==> src/rtl/vga_clock_pkg.sv <==
// Shared BCD field constants and helpers for the VGA clock time-of-day core.
package vga_clock_pkg;

    localparam int HR_T_W  = 2;
    localparam int MIN_T_W = 3;
    localparam int SEC_T_W = 3;
    localparam int UNIT_W  = 4;

    localparam logic [7:0] SEC_MAX = 8'h59;
    localparam logic [7:0] MIN_MAX = 8'h59;
    localparam logic [7:0] HR_MAX  = 8'h23;

    localparam int NUM_BTN = 3;
    localparam int BTN_SEC = 0;
    localparam int BTN_MIN = 1;
    localparam int BTN_HR  = 2;

    // Two-digit BCD increment that wraps to 00 after max; no carry out.
    function automatic logic [7:0] bcd_inc(input logic [7:0] v, input logic [7:0] max);
        if (v == max)
            return 8'h00;
        else if (v[3:0] == 4'd9)
            return {v[7:4] + 4'd1, 4'h0};
        else
            return {v[7:4], v[3:0] + 4'd1};
    endfunction

    // 24h BCD hours -> {pm, tens, units} in 12h form (00 -> 12 am, 12 -> 12 pm).
    function automatic logic [6:0] hr24_to_12(input logic [7:0] bcd);
        logic [4:0] h;
        logic [4:0] d;
        logic       is_pm;
        h     = 5'(bcd[7:4]) * 5'd10 + 5'(bcd[3:0]);
        is_pm = (h >= 5'd12);
        d     = is_pm ? h - 5'd12 : h;
        if (d == 5'd0)
            d = 5'd12;
        return {is_pm, (d >= 5'd10) ? 2'd1 : 2'd0, (d >= 5'd10) ? 4'(d - 5'd10) : d[3:0]};
    endfunction

endpackage

==> src/rtl/button_conditioner.sv <==
// One adjust button: 2-flop sync, debounce, rising-edge pulse and auto-repeat.
module button_conditioner #(
    parameter int DEBOUNCE_CYC = 65_536,
    parameter int REPEAT_DELAY = 15_750_000,
    parameter int REPEAT_RATE  = 3_150_000
) (
    input  logic clk,
    input  logic reset_n,
    input  logic btn,
    output logic pulse
);

    localparam int DW   = (DEBOUNCE_CYC > 2) ? $clog2(DEBOUNCE_CYC) : 1;
    localparam int RMAX = (REPEAT_DELAY > REPEAT_RATE) ? REPEAT_DELAY : REPEAT_RATE;
    localparam int RW   = (RMAX > 2) ? $clog2(RMAX) : 1;
    localparam logic [DW-1:0] DB_LAST   = DW'(DEBOUNCE_CYC - 1);
    localparam logic [RW-1:0] DLY_LAST  = RW'(REPEAT_DELAY - 1);
    localparam logic [RW-1:0] RATE_LAST = RW'(REPEAT_RATE - 1);

    logic          s1, s2, db, db_nxt, flip, rep_hit, repeating;
    logic [DW-1:0] cnt;
    logic [RW-1:0] rcnt;

    // The counter only runs while the synced value disagrees with the accepted state,
    // so any bounce back to the accepted value restarts the stability window.
    always_comb begin
        flip    = (s2 != db) && (cnt == DB_LAST);
        db_nxt  = flip ? s2 : db;
        rep_hit = repeating ? (rcnt == RATE_LAST) : (rcnt == DLY_LAST);
    end

    always_ff @(posedge clk or negedge reset_n) begin
        if (!reset_n) begin
            s1        <= 1'b0;
            s2        <= 1'b0;
            db        <= 1'b0;
            cnt       <= '0;
            rcnt      <= '0;
            repeating <= 1'b0;
            pulse     <= 1'b0;
        end else begin
            s1 <= btn;
            s2 <= s1;
            db <= db_nxt;
            if (s2 == db || flip)
                cnt <= '0;
            else
                cnt <= cnt + DW'(1);
            // Repeat decisions look at db_nxt so a release cancels a coincident repeat.
            if (db_nxt && !db) begin
                pulse     <= 1'b1;
                rcnt      <= '0;
                repeating <= 1'b0;
            end else if (db_nxt && db) begin
                pulse <= rep_hit;
                rcnt  <= rep_hit ? '0 : rcnt + RW'(1);
                if (rep_hit)
                    repeating <= 1'b1;
            end else begin
                pulse     <= 1'b0;
                rcnt      <= '0;
                repeating <= 1'b0;
            end
        end
    end

endmodule

==> src/rtl/vga_clock_timekeeper.sv <==
// Time-of-day core: 1 Hz prescaler, BCD HH:MM:SS with carry, button adjust and 12h/24h display.
module vga_clock_timekeeper
    import vga_clock_pkg::*;
#(
    parameter int CLK_HZ       = 31_500_000,
    parameter int DEBOUNCE_CYC = 65_536,
    parameter int REPEAT_DELAY = 15_750_000,
    parameter int REPEAT_RATE  = 3_150_000
) (
    input  logic               clk,
    input  logic               reset_n,
    input  logic               adj_hrs,
    input  logic               adj_min,
    input  logic               adj_sec,
    input  logic               mode_12h,
    input  logic               hold,
    output logic [HR_T_W-1:0]  hr_t,
    output logic [UNIT_W-1:0]  hr_u,
    output logic [MIN_T_W-1:0] min_t,
    output logic [UNIT_W-1:0]  min_u,
    output logic [SEC_T_W-1:0] sec_t,
    output logic [UNIT_W-1:0]  sec_u,
    output logic               pm,
    output logic               tick_1hz
);

    localparam int PW = (CLK_HZ > 2) ? $clog2(CLK_HZ) : 1;
    localparam logic [PW-1:0] TERM = PW'(CLK_HZ - 1);

    logic [NUM_BTN-1:0] btn, pulse;
    logic [PW-1:0]      pre;
    logic [7:0]         sec, min, hr;
    logic               term, tick_ev;
    logic [6:0]         h12;

    assign btn = {adj_hrs, adj_min, adj_sec};

    for (genvar i = 0; i < NUM_BTN; i++) begin : g_btn
        button_conditioner #(
            .DEBOUNCE_CYC (DEBOUNCE_CYC),
            .REPEAT_DELAY (REPEAT_DELAY),
            .REPEAT_RATE  (REPEAT_RATE)
        ) u_btn (
            .clk     (clk),
            .reset_n (reset_n),
            .btn     (btn[i]),
            .pulse   (pulse[i])
        );
    end

    // An adjust on the terminal cycle parks the prescaler there, deferring the tick by one cycle.
    assign term    = (pre == TERM);
    assign tick_ev = !hold && term && !(|pulse);

    always_ff @(posedge clk or negedge reset_n) begin
        if (!reset_n) begin
            pre      <= '0;
            sec      <= 8'h00;
            min      <= 8'h00;
            hr       <= 8'h00;
            tick_1hz <= 1'b0;
        end else begin
            if (!hold && !(term && |pulse))
                pre <= term ? '0 : pre + PW'(1);
            tick_1hz <= tick_ev;
            if (tick_ev) begin
                sec <= bcd_inc(sec, SEC_MAX);
                if (sec == SEC_MAX) begin
                    min <= bcd_inc(min, MIN_MAX);
                    if (min == MIN_MAX)
                        hr <= bcd_inc(hr, HR_MAX);
                end
            end else begin
                if (pulse[BTN_SEC]) sec <= bcd_inc(sec, SEC_MAX);
                if (pulse[BTN_MIN]) min <= bcd_inc(min, MIN_MAX);
                if (pulse[BTN_HR])  hr  <= bcd_inc(hr, HR_MAX);
            end
        end
    end

    assign h12   = hr24_to_12(hr);
    assign {pm, hr_t, hr_u} = mode_12h ? h12 : {1'b0, hr[5:4], hr[3:0]};
    assign min_t = min[6:4];
    assign min_u = min[3:0];
    assign sec_t = sec[6:4];
    assign sec_u = sec[3:0];

endmodule

==> config.mk <==
export PLATFORM = sky130hd
export DESIGN_NAME = vga_clock_timekeeper
export DESIGN_NICKNAME = d
export VERILOG_FILES = /design/src/rtl/vga_clock_pkg.sv /design/src/rtl/button_conditioner.sv /design/src/rtl/vga_clock_timekeeper.sv
export SDC_FILE = /design/constraint.sdc
export NUM_CORES = 1
export LEC_CHECK = 0
export CORE_MARGIN = 2
export CORE_UTILIZATION = 45
export CTS_BUF_LIST = sky130_fd_sc_hd__clkbuf_2
export DETAILED_ROUTE_END_ITERATION = 6
export HOLD_SLACK_MARGIN = 0.03
export PLACE_DENSITY_LB_ADDON = 0.3
export SLEW_MARGIN = 20
export SYNTH_ARGS = -nofsm -noshare
export SYNTH_HDL_FRONTEND = slang
export SYNTH_HIERARCHICAL = 1
export SYNTH_SLANG_ARGS = --single-unit
==> constraint.sdc <==
create_clock -name clk -period 10.9 [get_ports clk]
set_input_delay 1.09 -clock clk [delete_from_list [all_inputs] [get_ports clk]]
set_output_delay 1.09 -clock clk [all_outputs]
set_load 0.01 [all_outputs]
==> results.cfg <==
[final_layout]
final_nets = 1064
seqCellArea_um2 = 4630
layout.cells.non_filler = 1327
fillCellCount = 2059
multi_input_area_um2 = 4920
drive_above_1_share_pct = 6.88
area_growth_pct = 6.24

[place]
io_buffers = 28
hpwlAfterDp_um = 13200
dp_slack_ps = 5130
place_inst = 1294
gp_congestion = 0.816

[sta]
relSlewSlack_pct = 36.3
grt_setup_unrepaired = false
min_period_ps = 6650
skew_ps = 40.9
final-hold-violation-count = 0
max_freq_mhz = 150
worst_slew_pin_slew_ps = 955
tns_ps = 0
fin_crit_sh_pct = 61.0
drv_slew = 0
fin_ws_ps = 4250
final-setup-viol-count = 0

[worst_setup_path]
worstPathMaxFanout = 6
endpoint_kind = output pin
worstSetupStartpointType = register
worst_ep_arrival_time_ps = 5560
worstPathRequired_ps = 9810
crit_type = register to output pin

[floorplan]
die_y_um = 153
core-area_um2 = 21800
floorplan.initialDensity_pct = 45.8
die_area_um2 = 23400
io_pins = 29
die_x_um = 153
rows = 54

[clocking]
cts_inserted_buffers = 17
worst_skew_pair.late_latency_ps = 750
clockRootBuffer = clkbuf_2
htree_num_levels = 4
hold_buffers = 0
cts_tree = yes
cts.sinks = 185
clock_path_buffers = 2
post_cts_resized = 0
post_cts_buffers = 0
path_clk_slew_ps = 280

[logic_synthesis]
synth.area.mux_share_pct = 1.14
synthCells = 1025
synth-compound-area-share_pct = 11.6
synth_cell_type_count = 71
synth_adder_area_share_pct = 3.08
synth_top_family_by_area = simple AND/OR/NAND/NOR gates
syn_area_per_cell_um2 = 9.75
yosys.area_share.xor_xnor_pct = 8.40
synth_warnings = 6
ys_seq_area_share_pct = 46.3
synth-seq-cells = 185
syn-cell-area_um2 = 9990
synthArstFlopShare_pct = 100
synth-edff-count = 0
yosys.area_share.simple_pct = 25.1
synth_nets = 1056
dominantRegCellSynth = dfrtp_1

[global_route]
antenna_found_initial = 1
overflow = 0
grt_max_degree = 78
grt_pass1_vias = 7089
grt_pass1_wl_um = 34300
track_usage_pct = 17.4

[detailed_routing]
antenna_left = 0
wl_per_cell_um = 14.9
drt-total-wl_um = 19700
vias = 7580
drtIter0Drc = 431
avgViaCountPerCell = 5.71
drc_errors = 0
first_pass_iters = 5

[pwr]
p_per_area_nw_per_um2 = 101
swShare_pct = 27.4
p_switching_uw = 294
pwr-share-seq_pct = 66.5
intPower_uw = 779
report.power.total_uw = 1070
p_leak_uw = 0.00420
peakVddDrop_v = 0.0000835
pwr-share-clk_pct = 29.4
combPwrFrac_pct = 4.0

[status]
status = completed

[hold_path]
hp-class = input port to async pin

[job]
cap_violations = 0
==> cell usage in the layout, fill, tap and decap left out, drive strengths merged, types with 4 or more instances in the layout <==
cell type,Yosys,routed
nor4bb,4,4
a31oi,6,6
nand3,46,46
or4,12,12
nor2,75,75
xor2,45,45
ha,23,23
nand2,65,65
nor4,20,20
o31ai,9,9
and4,13,13
nor3b,4,4
nand4,41,41
clkinv,0,4
a211oi,29,29
clkdlybuf4s50,0,27
xnor2,48,48
dfrtp,185,185
o21ai,58,58
nand2b,6,6
nor3,61,61
inv,40,47
a21oi,24,24
buf,21,10
and2,5,5
a21o,6,6
mux2,6,6
clkbuf,28,18
o211ai,6,6
o21a,4,4
or3,43,43
nor4b,9,9
clkinvlp,0,4
or2,10,10
and3,23,23
o2111ai,6,6
==> per-stage QoR <==
stage | util, % | instance area (µm²) | hold WS (ps)
final | 48.6 | 10600 | 303
after detailed placement | 47.7 | 10400 | 336
after CTS | 48.6 | 10600 | 267
after global routing | 48.6 | 10600 | 258
after global placement | 47.7 | 10400 | 332
after floorplan | - | 9990 | 331
==> Yosys cell counts, types with 29 or more instances <==
library cell | instances | share of area [%]
dfrtp_1 | 185 | 46
inv_1 | 40 | 1.5
xor2_1 | 45 | 3.9
xnor2_1 | 48 | 4.2
nor2_1 | 75 | 2.8
nor3_1 | 61 | 3.1
nand4_1 | 41 | 2.6
a211oi_1 | 29 | 2.2
o21ai_0 | 55 | 2.8
nand2_1 | 65 | 2.4
or3_1 | 42 | 2.6
nand3_1 | 46 | 2.3
==> registers in the layout, indices dropped and copies added (netlist names) <==
| name | flops |
|---|---|
| g_btn.u_btn/cnt | 48 |
| g_btn.u_btn/db | 3 |
| g_btn.u_btn/pulse | 3 |
| g_btn.u_btn/rcnt | 72 |
| g_btn.u_btn/repeating | 3 |
| g_btn.u_btn/s1 | 3 |
| g_btn.u_btn/s2 | 3 |
| hr | 8 |
| min | 8 |
| pre | 25 |
| sec | 8 |
| tick_1hz | 1 |
==> cells by family (layout without fill, tap and decap cells) <==
logic type / count (synthesis) / in the layout
simple gates: 449 / 449
flops: 185 / 185
compound gates: 175 / 175
xor+xnor: 94 / 94
buf+inv: 89 / 110
fa+ha+maj: 24 / 24
mux: 9 / 9
other cells: 0 / 1
==> routing by layer <==
layer | track usage, % | part of all wire [%] | vias up
met1 | 24.9 | 50 | 3692
met4 | 4.28 | 1.1 | 0
met3 | 3.49 | 3.0 | 17
li1 | - | - | 3772
met5 | 0 | 0 | -
met2 | 27.2 | 46 | 99
==> worst paths after layout <==
check                                          startpoint                          endpoint  slack, ps  cells after the start
hold reg to reg               g_btn[1].u_btn/s1$_DFF_PN0_       g_btn[1].u_btn/s2$_DFF_PN0_        390                      0
min in group clk              g_btn[1].u_btn/s1$_DFF_PN0_       g_btn[1].u_btn/s2$_DFF_PN0_        390                      0
setup / recovery                        hr[4]$_DFFE_PN0P_                           hr_u[1]       4250                     15
setup reg to reg           g_btn[0].u_btn/pulse$_DFF_PN0_                min[7]$_DFFE_PN0P_       7750                      5
hold / removal                                    reset_n                 hr[0]$_DFFE_PN0P_        300                      1
max in group asynchronous                         reset_n  g_btn[1].u_btn/rcnt[8]$_DFF_PN0_       9400                      2
==> power by group through the flow <==
stage	clock network, µW	logic, µW	registers, µW
floorplan	0	21.5	721
global placement	0	44.0	724
detailed placement	0	44.6	725
CTS	334	44.8	714
global route	364	50.5	717
finish	316	43.0	714
==> final cells by class <==
type / count / area share (%)
inverter: 40 / 1.41
timing repair buffer: 38 / 3.38
clock inverter: 15 / 1.08
sequential: 185 / 43.6
clock buffer: 17 / 0.802
antenna: 1 / 0.0236
multi-input combinational: 751 / 46.4
tap: 280 / 3.30
==> worst max-delay path, stage by stage (launching register included) <==
cell and delay, ps:
dfrtp_1 510, ha_1 320, ha_1 360, xnor2_1 390
ha_1 270, or3b_2 510, o2111ai_1 130, o211ai_1 200
a2111oi_0 610, nor2_1 80, ha_1 240, inv_1 70
a311o_1 250, a2111oi_2 80, a311o_1 320, clkdlybuf4s50_1 480
Note: power is estimated with default switching activity, not from simulation.
